### src/rtl/shifter_pipe_if.sv
`default_nettype none
// ============================================================================
//  Module      : shifter_pipe_if
//  Description : Request/response bundle for the pipelined ARM operand-2
//                shifter. The request side is a valid/ready handshake that
//                carries the raw instruction fields. The response side is a
//                valid/ready handshake that carries the shifted operand and
//                the shifter carry-out.
//  Ports (as seen from the slave / shifter side):
//      in_valid, mode, imm12, rs_amt, rm_data, branch_off, carry_in   (in)
//      in_ready                                                       (out)
//      out_ready                                                      (in)
//      out_valid, shifted_data, carry_out                             (out)
//  Revision    : 1.0 - initial release
// ============================================================================
interface shifter_pipe_if #(
    parameter int DATA_W   = 32,
    parameter int BRANCH_W = 24,
    parameter int AMT_W    = 8
);
    logic                in_valid;
    logic                in_ready;
    logic [1:0]          mode;
    logic [11:0]         imm12;
    logic [AMT_W-1:0]    rs_amt;
    logic [DATA_W-1:0]   rm_data;
    logic [BRANCH_W-1:0] branch_off;
    logic                carry_in;
    logic                out_valid;
    logic                out_ready;
    logic [DATA_W-1:0]   shifted_data;
    logic                carry_out;

    // Producer of requests / consumer of results.
    modport master (
        output in_valid, mode, imm12, rs_amt, rm_data, branch_off, carry_in,
        output out_ready,
        input  in_ready, out_valid, shifted_data, carry_out
    );

    // The shifter itself.
    modport slave (
        input  in_valid, mode, imm12, rs_amt, rm_data, branch_off, carry_in,
        input  out_ready,
        output in_ready, out_valid, shifted_data, carry_out
    );
endinterface
`default_nettype wire

### src/rtl/shifter_pipe.sv
`default_nettype none
// ============================================================================
//  Module      : shifter_pipe
//  Description : Two-stage pipelined ARM operand-2 shifter with valid/ready
//                handshakes on both sides. Stage 1 decodes the four operand
//                encodings (immediate-rotate, immediate-shift, register-shift,
//                branch offset) into one normalised shift request. Stage 2
//                runs a log-stage barrel and the carry-out selection and
//                registers the result.
//  Ports       : clk    - rising-edge clock
//                reset  - synchronous, active-low reset
//                bus    - shifter_pipe_if.slave (request + response)
//  Config      : SHIFTER_PIPE_CARRY_EN - when defined, the ARM shifter
//                carry-out is built; when undefined carry_out is tied to 0.
//  Assumes     : DATA_W is a power of two, >= 32 and > BRANCH_W.
//  Revision    : 1.0 - initial release
// ============================================================================
module shifter_pipe #(
    parameter int DATA_W   = 32,
    parameter int BRANCH_W = 24,
    parameter int AMT_W    = 8
) (
    input  wire           clk,
    input  wire           reset,
    shifter_pipe_if.slave bus
);

    localparam int c_IDX_W = $clog2(DATA_W);
    // Normalised amount spans 0..DATA_W inclusive, hence one extra bit.
    localparam int c_AMT_N = c_IDX_W + 1;

    // Normalised shift kinds carried from stage 1 to stage 2.
    localparam logic [2:0] c_K_LSL = 3'd0;
    localparam logic [2:0] c_K_LSR = 3'd1;
    localparam logic [2:0] c_K_ASR = 3'd2;
    localparam logic [2:0] c_K_ROR = 3'd3;
    localparam logic [2:0] c_K_RRX = 3'd4;

    // ------------------------------------------------------------------
    // Handshake
    // ------------------------------------------------------------------
    logic r1_valid;
    logic r2_valid;
    logic w_s1_adv;
    logic w_s2_adv;

    assign w_s2_adv     = !r2_valid || bus.out_ready;
    assign w_s1_adv     = !r1_valid || w_s2_adv;
    assign bus.in_ready = reset && w_s1_adv;

    // ------------------------------------------------------------------
    // Stage 1 decode: every encoding becomes {kind, amount, over, operand}.
    // amount==0 always means "pass operand, keep carry_in"; over marks a
    // register shift larger than DATA_W where LSL/LSR give 0 with carry 0.
    // ------------------------------------------------------------------
    logic [2:0]         w_kind;
    logic [c_AMT_N-1:0] w_amt;
    logic               w_over;
    logic [DATA_W-1:0]  w_opnd;
    logic [DATA_W-1:0]  w_br_se;
    logic [4:0]         w_n;
    logic [31:0]        w_a;

    assign w_br_se = {{(DATA_W-BRANCH_W){bus.branch_off[BRANCH_W-1]}}, bus.branch_off};
    assign w_n     = bus.imm12[11:7];
    assign w_a     = 32'(bus.rs_amt);

    always_comb begin
        w_kind = c_K_LSL;
        w_amt  = '0;
        w_over = 1'b0;
        w_opnd = bus.rm_data;
        case (bus.mode)
            2'b00: begin
                w_kind = c_K_ROR;
                w_opnd = DATA_W'(bus.imm12[7:0]);
                w_amt  = c_AMT_N'({bus.imm12[11:8], 1'b0});
            end
            2'b01: begin
                case (bus.imm12[6:5])
                    2'b00: begin
                        w_kind = c_K_LSL;
                        w_amt  = c_AMT_N'(w_n);
                    end
                    2'b01: begin
                        // LSR #0 encodes LSR #DATA_W
                        w_kind = c_K_LSR;
                        w_amt  = (w_n == 5'd0) ? c_AMT_N'(DATA_W) : c_AMT_N'(w_n);
                    end
                    2'b10: begin
                        // ASR #0 encodes ASR #DATA_W
                        w_kind = c_K_ASR;
                        w_amt  = (w_n == 5'd0) ? c_AMT_N'(DATA_W) : c_AMT_N'(w_n);
                    end
                    default: begin
                        // ROR #0 encodes RRX
                        w_kind = (w_n == 5'd0) ? c_K_RRX : c_K_ROR;
                        w_amt  = c_AMT_N'(w_n);
                    end
                endcase
            end
            2'b10: begin
                case (bus.imm12[6:5])
                    2'b00, 2'b01: begin
                        w_kind = (bus.imm12[6:5] == 2'b00) ? c_K_LSL : c_K_LSR;
                        if (w_a >= 32'(DATA_W)) begin
                            w_amt  = c_AMT_N'(DATA_W);
                            w_over = (w_a > 32'(DATA_W));
                        end else begin
                            w_amt  = w_a[c_AMT_N-1:0];
                        end
                    end
                    2'b10: begin
                        w_kind = c_K_ASR;
                        w_amt  = (w_a >= 32'(DATA_W)) ? c_AMT_N'(DATA_W) : w_a[c_AMT_N-1:0];
                    end
                    default: begin
                        // A non-zero multiple of DATA_W is a full rotation:
                        // operand unchanged, carry = operand MSB.
                        w_kind = c_K_ROR;
                        if (w_a == 32'd0)
                            w_amt = '0;
                        else if (w_a[c_IDX_W-1:0] == '0)
                            w_amt = c_AMT_N'(DATA_W);
                        else
                            w_amt = {1'b0, w_a[c_IDX_W-1:0]};
                    end
                endcase
            end
            default: begin
                // Fixed <<2 is folded in here; amount 0 keeps carry_in.
                w_kind = c_K_LSL;
                w_opnd = w_br_se << 2;
            end
        endcase
    end

    logic [2:0]         r1_kind;
    logic [c_AMT_N-1:0] r1_amt;
    logic               r1_over;
    logic [DATA_W-1:0]  r1_opnd;
    logic               r1_cin;

    // ------------------------------------------------------------------
    // Stage 2: log-stage barrel, one conditional stage per amount bit.
    // The top stage shifts by exactly DATA_W (zero/sign fill, or identity
    // for rotate).
    // ------------------------------------------------------------------
    logic [DATA_W-1:0] w_stg;
    logic [DATA_W-1:0] w_res;
    logic              w_cout;

    always_comb begin
        w_stg = r1_opnd;
        for (int k = 0; k < c_AMT_N; k++) begin
            if (r1_amt[k]) begin
                case (r1_kind)
                    c_K_LSL: w_stg = w_stg << (1 << k);
                    c_K_LSR: w_stg = w_stg >> (1 << k);
                    c_K_ASR: w_stg = DATA_W'($signed(w_stg) >>> (1 << k));
                    c_K_ROR: w_stg = (w_stg >> (1 << k)) | (w_stg << (DATA_W - (1 << k)));
                    default: w_stg = w_stg;
                endcase
            end
        end
        w_res = w_stg;
        if (r1_kind == c_K_RRX)
            w_res = {r1_cin, r1_opnd[DATA_W-1:1]};
        else if (r1_over)
            w_res = '0;
    end

`ifdef SHIFTER_PIPE_CARRY_EN
    // Carry is the last bit shifted out; indices wrap naturally so that an
    // amount of DATA_W selects bit 0 (LSL) or bit DATA_W-1 (LSR/ASR).
    logic [c_IDX_W-1:0] w_lidx;
    logic [c_IDX_W-1:0] w_ridx;

    assign w_lidx = c_IDX_W'(DATA_W - int'(r1_amt));
    assign w_ridx = c_IDX_W'(int'(r1_amt) - 1);

    always_comb begin
        w_cout = r1_cin;
        if (r1_kind == c_K_RRX) begin
            w_cout = r1_opnd[0];
        end else if (r1_amt != '0) begin
            if (r1_over) begin
                w_cout = 1'b0;
            end else begin
                case (r1_kind)
                    c_K_LSL:          w_cout = r1_opnd[w_lidx];
                    c_K_LSR, c_K_ASR: w_cout = r1_opnd[w_ridx];
                    c_K_ROR:          w_cout = w_res[DATA_W-1];
                    default:          w_cout = r1_cin;
                endcase
            end
        end
    end
`else
    assign w_cout = 1'b0;
`endif

    // ------------------------------------------------------------------
    // Pipeline registers
    // ------------------------------------------------------------------
    logic [DATA_W-1:0] r2_data;
    logic              r2_cout;

    always_ff @(posedge clk) begin
        if (!reset) begin
            r1_valid <= 1'b0;
            r1_kind  <= c_K_LSL;
            r1_amt   <= '0;
            r1_over  <= 1'b0;
            r1_opnd  <= '0;
            r1_cin   <= 1'b0;
            r2_valid <= 1'b0;
            r2_data  <= '0;
            r2_cout  <= 1'b0;
        end else begin
            if (w_s1_adv) begin
                r1_valid <= bus.in_valid;
                if (bus.in_valid) begin
                    r1_kind <= w_kind;
                    r1_amt  <= w_amt;
                    r1_over <= w_over;
                    r1_opnd <= w_opnd;
                    r1_cin  <= bus.carry_in;
                end
            end
            if (w_s2_adv) begin
                r2_valid <= r1_valid;
                // Only real results overwrite the output, so bubbles never
                // disturb what the consumer last saw.
                if (r1_valid) begin
                    r2_data <= w_res;
                    r2_cout <= w_cout;
                end
            end
        end
    end

    assign bus.out_valid    = r2_valid;
    assign bus.shifted_data = r2_data;
    assign bus.carry_out    = r2_cout;

endmodule
`default_nettype wire

### src/flat_wrapper.sv
// flat-port wrapper written by rule: the top's interface ports become plain ports
module shifter_pipe_flat 
#(
    parameter int DATA_W   = 32,
    parameter int BRANCH_W = 24,
    parameter int AMT_W    = 8
)
  (clk, reset, bus_in_valid, bus_mode, bus_imm12, bus_rs_amt, bus_rm_data, bus_branch_off, bus_carry_in, bus_out_ready, bus_in_ready, bus_out_valid, bus_shifted_data, bus_carry_out);
  shifter_pipe_if #(.DATA_W(DATA_W), .BRANCH_W(BRANCH_W), .AMT_W(AMT_W)) bus_i ();
  input  wire clk;
  input  wire reset;
  input wire logic [$bits(bus_i.in_valid)-1:0] bus_in_valid;
  input wire logic [$bits(bus_i.mode)-1:0] bus_mode;
  input wire logic [$bits(bus_i.imm12)-1:0] bus_imm12;
  input wire logic [$bits(bus_i.rs_amt)-1:0] bus_rs_amt;
  input wire logic [$bits(bus_i.rm_data)-1:0] bus_rm_data;
  input wire logic [$bits(bus_i.branch_off)-1:0] bus_branch_off;
  input wire logic [$bits(bus_i.carry_in)-1:0] bus_carry_in;
  input wire logic [$bits(bus_i.out_ready)-1:0] bus_out_ready;
  output wire logic [$bits(bus_i.in_ready)-1:0] bus_in_ready;
  output wire logic [$bits(bus_i.out_valid)-1:0] bus_out_valid;
  output wire logic [$bits(bus_i.shifted_data)-1:0] bus_shifted_data;
  output wire logic [$bits(bus_i.carry_out)-1:0] bus_carry_out;
  assign bus_i.in_valid = bus_in_valid;
  assign bus_i.mode = bus_mode;
  assign bus_i.imm12 = bus_imm12;
  assign bus_i.rs_amt = bus_rs_amt;
  assign bus_i.rm_data = bus_rm_data;
  assign bus_i.branch_off = bus_branch_off;
  assign bus_i.carry_in = bus_carry_in;
  assign bus_i.out_ready = bus_out_ready;
  assign bus_in_ready = bus_i.in_ready;
  assign bus_out_valid = bus_i.out_valid;
  assign bus_shifted_data = bus_i.shifted_data;
  assign bus_carry_out = bus_i.carry_out;
  shifter_pipe #(.DATA_W(DATA_W), .BRANCH_W(BRANCH_W), .AMT_W(AMT_W)) u_core (.clk(clk), .reset(reset), .bus(bus_i));
endmodule
### config.mk
export PLATFORM = sky130hd
export DESIGN_NAME = shifter_pipe_flat
export DESIGN_NICKNAME = d
export VERILOG_FILES = /design/src/rtl/shifter_pipe_if.sv /design/src/rtl/shifter_pipe.sv /design/src/flat_wrapper.sv
export SDC_FILE = /design/constraint.sdc
export NUM_CORES = 1
export LEC_CHECK = 0
export CAP_MARGIN = 5
export CORE_MARGIN = 5
export CORE_UTILIZATION = 30
export CTS_CLUSTER_DIAMETER = 60
export DETAILED_ROUTE_END_ITERATION = 10
export GPL_TIMING_DRIVEN = 0
export PLACE_DENSITY = 0.52
export SYNTH_ARGS = -nofsm -noshare
export SYNTH_HDL_FRONTEND = slang
export SYNTH_SLANG_ARGS = --single-unit
### constraint.sdc
create_clock -name clk -period 2.7 [get_ports clk]
set_input_delay 0.54 -clock clk [delete_from_list [all_inputs] [get_ports clk]]
set_output_delay 0.54 -clock clk [all_outputs]
set_load 0.01 [all_outputs]
* Word level (Yosys, flattened, before mapping)
Cells that the tools add are included. Widths: inputs -> output; s select.
Cells by class: bitwise gates (word level) 5, $lt $le $gt $ge 2, reductions and logical operators 18, muxes and demuxes 30, equal/unequal tests 8
Operators by type and width (count):
- $pmux 32 s4 | 5
- $mux 32 | 8
- $pmux 32 s2 | 2
- $mux 6 | 6
- $logic_not 32->1 | 1
- $or 16x32->32 | 1
- $or 24x32->32 | 1
- $or 28x32->32 | 1
- $or 30x32->32 | 1
- $or 31x32->32 | 1
- $pmux 3 s3 | 2
- $pmux 6 s3 | 1
- $logic_not 5->1 | 2
- $ge 8x6->1 const B | 1
- $gt 8x6->1 const B | 1
- $reduce_or 2->1 | 4
- $eq 3x2->1 const B | 2
- $pmux 3 s2 | 1
- $eq 2x1->1 const B | 2
- $eq 2x2->1 const B | 2
- $logic_not 2->1 | 2
- $mux 1 | 4
- $reduce_and 2->1 | 2
- $eq 3x1->1 const B | 1
- 7 further kinds | 9
Word-level totals: flip-flop bits (word level) 77, logic and storage cells 71, bits of input ports 83, output and inout port bits 35

* Longest topological paths before layout
word-level depth 19, depth in mapped cells 12, mapped depth without buffers 8

* Least setup slack after synthesis
No wires, ideal clock.
path type reg2reg, start point register u_core.r1_kind[1], end point register u_core.r2_data[23], in the netlist u_core.bus.shifted_data[23], path buffers 2, cell stages (with the launch flop) 11, setup time 0.127 ns, setup slack 0.375 ns, arrival 2.199 ns, period minus slack after synthesis 2.325 ns, required time 2.573 ns, path through dfxtp_1 > buf_2 > buf_2 > o21ai_0 > nand3_1 > a311oi_2 > o22ai_1 > a211oi_1 > nand2_1 > a221oi_1 > nor3_1
On the way: longest elaborated chain between the ends 19, elaborated cells between the ends (all ways) 24, those cells by class 4 x eq/ne; 14 x mux; 4 x bitwise; 2 x reduce/logical
Ends and longest elaborated chain:
- start: declaration | RTL line shifter_pipe.sv:138 | logic [2:0] r1_kind;
- start signal: assignment | RTL line shifter_pipe.sv:212 | r1_kind <= c_K_LSL;
- start signal: assignment | RTL line shifter_pipe.sv:224 | r1_kind <= w_kind;
- $eq 3x2->1 (tied with other cells)
- $pmux 32 s4 | RTL line shifter_pipe.sv:157 | case (r1_kind)
- $mux 32 | RTL line shifter_pipe.sv:156 | if (r1_amt[k]) begin
- $or 30x32->32 | RTL line shifter_pipe.sv:161 | c_K_ROR: w_stg = (w_stg >> (1 << k)) | (w_stg << (DATA_W - (1 << k)));
- $pmux 32 s4 | RTL line shifter_pipe.sv:157
- $mux 32 | RTL line shifter_pipe.sv:156
- $or 28x32->32 | RTL line shifter_pipe.sv:161
- $pmux 32 s4 | RTL line shifter_pipe.sv:157
- (+3 left out)
- $mux 32 | RTL line shifter_pipe.sv:156
- $or 16x32->32 | RTL line shifter_pipe.sv:161
- $pmux 32 s4 | RTL line shifter_pipe.sv:157
- $mux 32 | RTL line shifter_pipe.sv:156
- $pmux 32 s2 | RTL line shifter_pipe.sv:157
- $mux 32 | RTL line shifter_pipe.sv:156
- $mux 32 | RTL line shifter_pipe.sv:169 | else if (r1_over)
- $mux 32 (*) | RTL line shifter_pipe.sv:167 | if (r1_kind == c_K_RRX)
- end signal: assignment | RTL line shifter_pipe.sv:236 | r2_data <= w_res;
- end: declaration | RTL line shifter_pipe.sv:206 | logic [DATA_W-1:0] r2_data;
Every way passes the cells marked *; elsewhere a longest branch is shown, timed or not. A chain may end at the register's enable or synchronous reset.

* Worst setup path after layout
start point register u_core.r1_opnd[4], end point register u_core.r2_data[14], in the netlist u_core.bus.shifted_data[14]
On the way: longest elaborated chain between the ends 17, elaborated cells between the ends (all ways) 19, those cells by class 14 x mux; 5 x bitwise
Ends and longest elaborated chain:
- start: declaration | RTL line shifter_pipe.sv:141 | logic [DATA_W-1:0] r1_opnd;
- start signal: assignment | RTL line shifter_pipe.sv:227 | r1_opnd <= w_opnd;
- $pmux 32 s4 / $or 31x32->32 (equally long branches) | RTL line shifter_pipe.sv:157, shifter_pipe.sv:161
- $mux 32 (*) | RTL line shifter_pipe.sv:156
- $or 30x32->32 / $mux 32 (equally long branches) | RTL line shifter_pipe.sv:161, shifter_pipe.sv:156
- $pmux 32 s4 | RTL line shifter_pipe.sv:157
- $mux 32 (*) | RTL line shifter_pipe.sv:156
- $or 28x32->32 / $pmux 32 s4 (equally long branches) | RTL line shifter_pipe.sv:161, shifter_pipe.sv:157
- $pmux 32 s4 / $mux 32 (equally long branches) | RTL line shifter_pipe.sv:157, shifter_pipe.sv:156
- $mux 32 (*) | RTL line shifter_pipe.sv:156
- $pmux 32 s4 | RTL line shifter_pipe.sv:157
- $mux 32 (*) | RTL line shifter_pipe.sv:156
- $or 16x32->32 | RTL line shifter_pipe.sv:161
- $pmux 32 s4 | RTL line shifter_pipe.sv:157
- $mux 32 (*) | RTL line shifter_pipe.sv:156
- $pmux 32 s2 | RTL line shifter_pipe.sv:157
- $mux 32 (*) | RTL line shifter_pipe.sv:156
- $mux 32 (*) | RTL line shifter_pipe.sv:169
- $mux 32 (*) | RTL line shifter_pipe.sv:167
Marked as above.

==> results.tsv <==
metric	value	unit
Post-Syn Area	8260	um2
Max Freq	363	MHz
Syn Inst Count	1174	
Inst Count DP	1632	
Worst-path clk slew	0.07	ns
drt drc	0	
drt wl/cell	32.4	um
most common cell after layout, fill and taps aside	clkdlybuf4s50_1	
post-placement setup slack	-1.09	ns
Comb pwr share	0.453	
worst min-delay path class	register to register	
Clock Path Buffers	2	
clock share of power	0.248	
number of global-route vias before repair	11053	
WL met2	22800	um
placer congestion estimate	1.04	
row cnt	60	
hold-fix buffers at CTS	0	
core area	27000	um2
Final Hold Vio Count	0	
Die ar.	31000	um2
die width	176	um
DRT iter0 DRCs	1697	
final period utilization	1.02	
Internal	2.69	mW
share of cells above drive strength 1	0.267	
commonest non-fill, non-tap cells in the layout	115 x clkdlybuf4s50_1, 97 x nand2_1, 88 x o21ai_0	
clk_skew	0.0145	ns
first-pass GRT wire length	77500	um
EDFF count, synth	0	
Synth cell types	80	
post-route cell area	11800	um2
Util after Layout	0.437	
status	finished, violations left	
metal3 WL	6190	um
Total Wirelength	54600	um
gr ovfl total	0	
switching power	1.94	mW
M1 WL	21600	um
total negative slack	-0.120	ns
Worst Path Required	2.99	ns
Main synth FF type	dfxtp_1	
Design Power	4.63	mW
layout net count	1432	
max-slew violations	0	
Sink Count	77	
maxcap violations	0	
CTS tree	done	
quantity of I/O buffers inserted on ports	116	
drt via density	6.82	
Worst Max-Slew Pin Slew	0.915	ns
number of fill cells in the layout	2829	
Avg Synthesized Cell Area	7.04	um2
critical path class	register to register	
CP startpoint kind	register	
area delta synth->final	43.0	%
Post-synth ARST share	0	
register share of total power	0.300	
DP HPWL	39600	um
Leak	4.05	nW
drt pass-1 iters	7	
hold_ws	0.513	ns
sequential share of the synthesized area	0.187	
RSZ-0062 raised after global routing	yes	
Finished Layout Cells	1687	
via count	11508	
Synthesized Nets	1265	
Tmin final	2.76	ns
Yosys reg bits	77	
I/O Pins	118	
slew margin rel.	0.383	
largest net degree at the start of global routing	14	
sw frac	0.420	
total CTS buffers	9	
clock insertion delay at the later pin of the skew report	0.35	ns
Critical Path End Type	register	
Area after DPL	9870	um2
Max IR drop VDD	0.254	mV
Starting Density	0.306	
pwr/cell area	392	nW/um2
initial antenna violation count	1	
Total GRT Usage	0.336	
Data arrival, critical path	3.04	ns
violated checks	setup timing	
htree depth	3	
max layer used	met5	
Max FO, Critical Path	10	
Setup-failing EPs final	4	
clk root buf	clkbuf_16	
synth warn	0	
chip height	176	um
DRT antenna net count	0	
final setup margin	-0.0570	ns
path summary, 6_finish.rpt:
kind / start / endpoint / slack [ns] / cells past startpoint
min: u_core.bus.shifted_data[16]$_SDFFE_PN0P_ / u_core.bus.shifted_data[16]$_SDFFE_PN0P_ / 0.51 / 2
max reg2reg: u_core.r1_opnd[4]$_SDFFE_PN0P_ / u_core.bus.shifted_data[14]$_SDFFE_PN0P_ / -0.06 / 9
min reg2reg: u_core.bus.shifted_data[16]$_SDFFE_PN0P_ / u_core.bus.shifted_data[16]$_SDFFE_PN0P_ / 0.51 / 2
max: u_core.r1_opnd[4]$_SDFFE_PN0P_ / u_core.bus.shifted_data[14]$_SDFFE_PN0P_ / -0.06 / 9
layout make-up:
type                            count  area (um2)  share of cell area
Antenna cell                        1        2.50            0.000212
Multi-Input combinational cell    947        7020               0.594
Sequential cell                    77        1570               0.133
Tap cell                          341         427              0.0361
Buffer                            120         852              0.0721
Clock buffer                       10         229              0.0194
Clock inverter                      5        37.5             0.00318
Inverter                           17        67.6             0.00572
Timing Repair Buffer              169        1620               0.137
critical path, cell delays in order, from the launching register on:
cell       delay, ns
dfxtp_1         0.42
clkbuf_2        0.42
mux2i_1         0.12
o22a_1          0.26
a222oi_1        0.38
buf_4           0.24
nand3_2         0.08
a221o_2         0.44
o22ai_1         0.19
o2bb2ai_1       0.13
sequential cells by signal, indices dropped and copies added (netlist names):
signal / flops
u_core.r1_cin: 1
u_core.r1_over: 1
u_core.r1_amt: 6
u_core.bus.shifted_data: 32
u_core.r1_kind: 3
u_core.r1_valid: 1
u_core.bus.out_valid: 1
u_core.r1_opnd: 32
synthesized netlist by cell type, types with 9 or more instances:
master | n | area [um2]
a22oi_1 | 21 | 158
nor2b_1 | 21 | 131
o21a_1 | 23 | 173
nor3_1 | 28 | 140
buf_2 | 39 | 195
mux2i_1 | 33 | 330
o21ai_0 | 105 | 526
a221oi_1 | 35 | 307
a211oi_1 | 33 | 248
mux2_2 | 11 | 124
clkbuf_1 | 77 | 289
nor3b_1 | 37 | 278
dfxtp_1 | 77 | 1540
nor2_1 | 97 | 364
a21oi_1 | 92 | 460
o31ai_1 | 9 | 67.6
o211ai_1 | 23 | 173
nand2b_1 | 13 | 81.3
a31oi_1 | 17 | 106
inv_1 | 17 | 63.8
nand2_1 | 101 | 379
nand3_1 | 28 | 140
o221ai_1 | 13 | 114
o22ai_1 | 18 | 113
or2_2 | 9 | 56.3
power groups by stage:
stage	Clock, mW	Combinational (mW)	Sequential (mW)
after floorplan	0	0.913	1.30
final	1.15	2.10	1.39
after global placement	0	1.71	1.35
after detailed placement	0	1.68	1.35
after global routing	1.20	2.16	1.38
after CTS	1.15	1.86	1.36
timing repair:
item,4_1_cts,5_1_grt
setup buffers,28,24
setup endpoints to repair,35,43
endpoints found under the hold margin,0,0
pin swaps,22,32
resized for setup,209,152
cells by family (layout without fill, tap and decap cells):
group	Yosys count	in the layout	synth area share
AND/OR/NAND/NOR	386	386	0.236
flip-flops	77	77	0.187
AO/OA/AOI/OAI	506	506	0.423
adder cells (fa/ha/maj)	8	8	0.0121
other	1	2	0.000454
buffers and inverters	150	321	0.0815
multiplexers	46	46	0.0604
per-layer routing:
layer | global-route usage | vias up
met5 | 0 | -
met4 | 0.182 | 2
li1 | - | 4853
met3 | 0.0775 | 258
met1 | 0.443 | 5484
met2 | 0.509 | 911
Note: power is estimated with default switching activity, not from simulation.
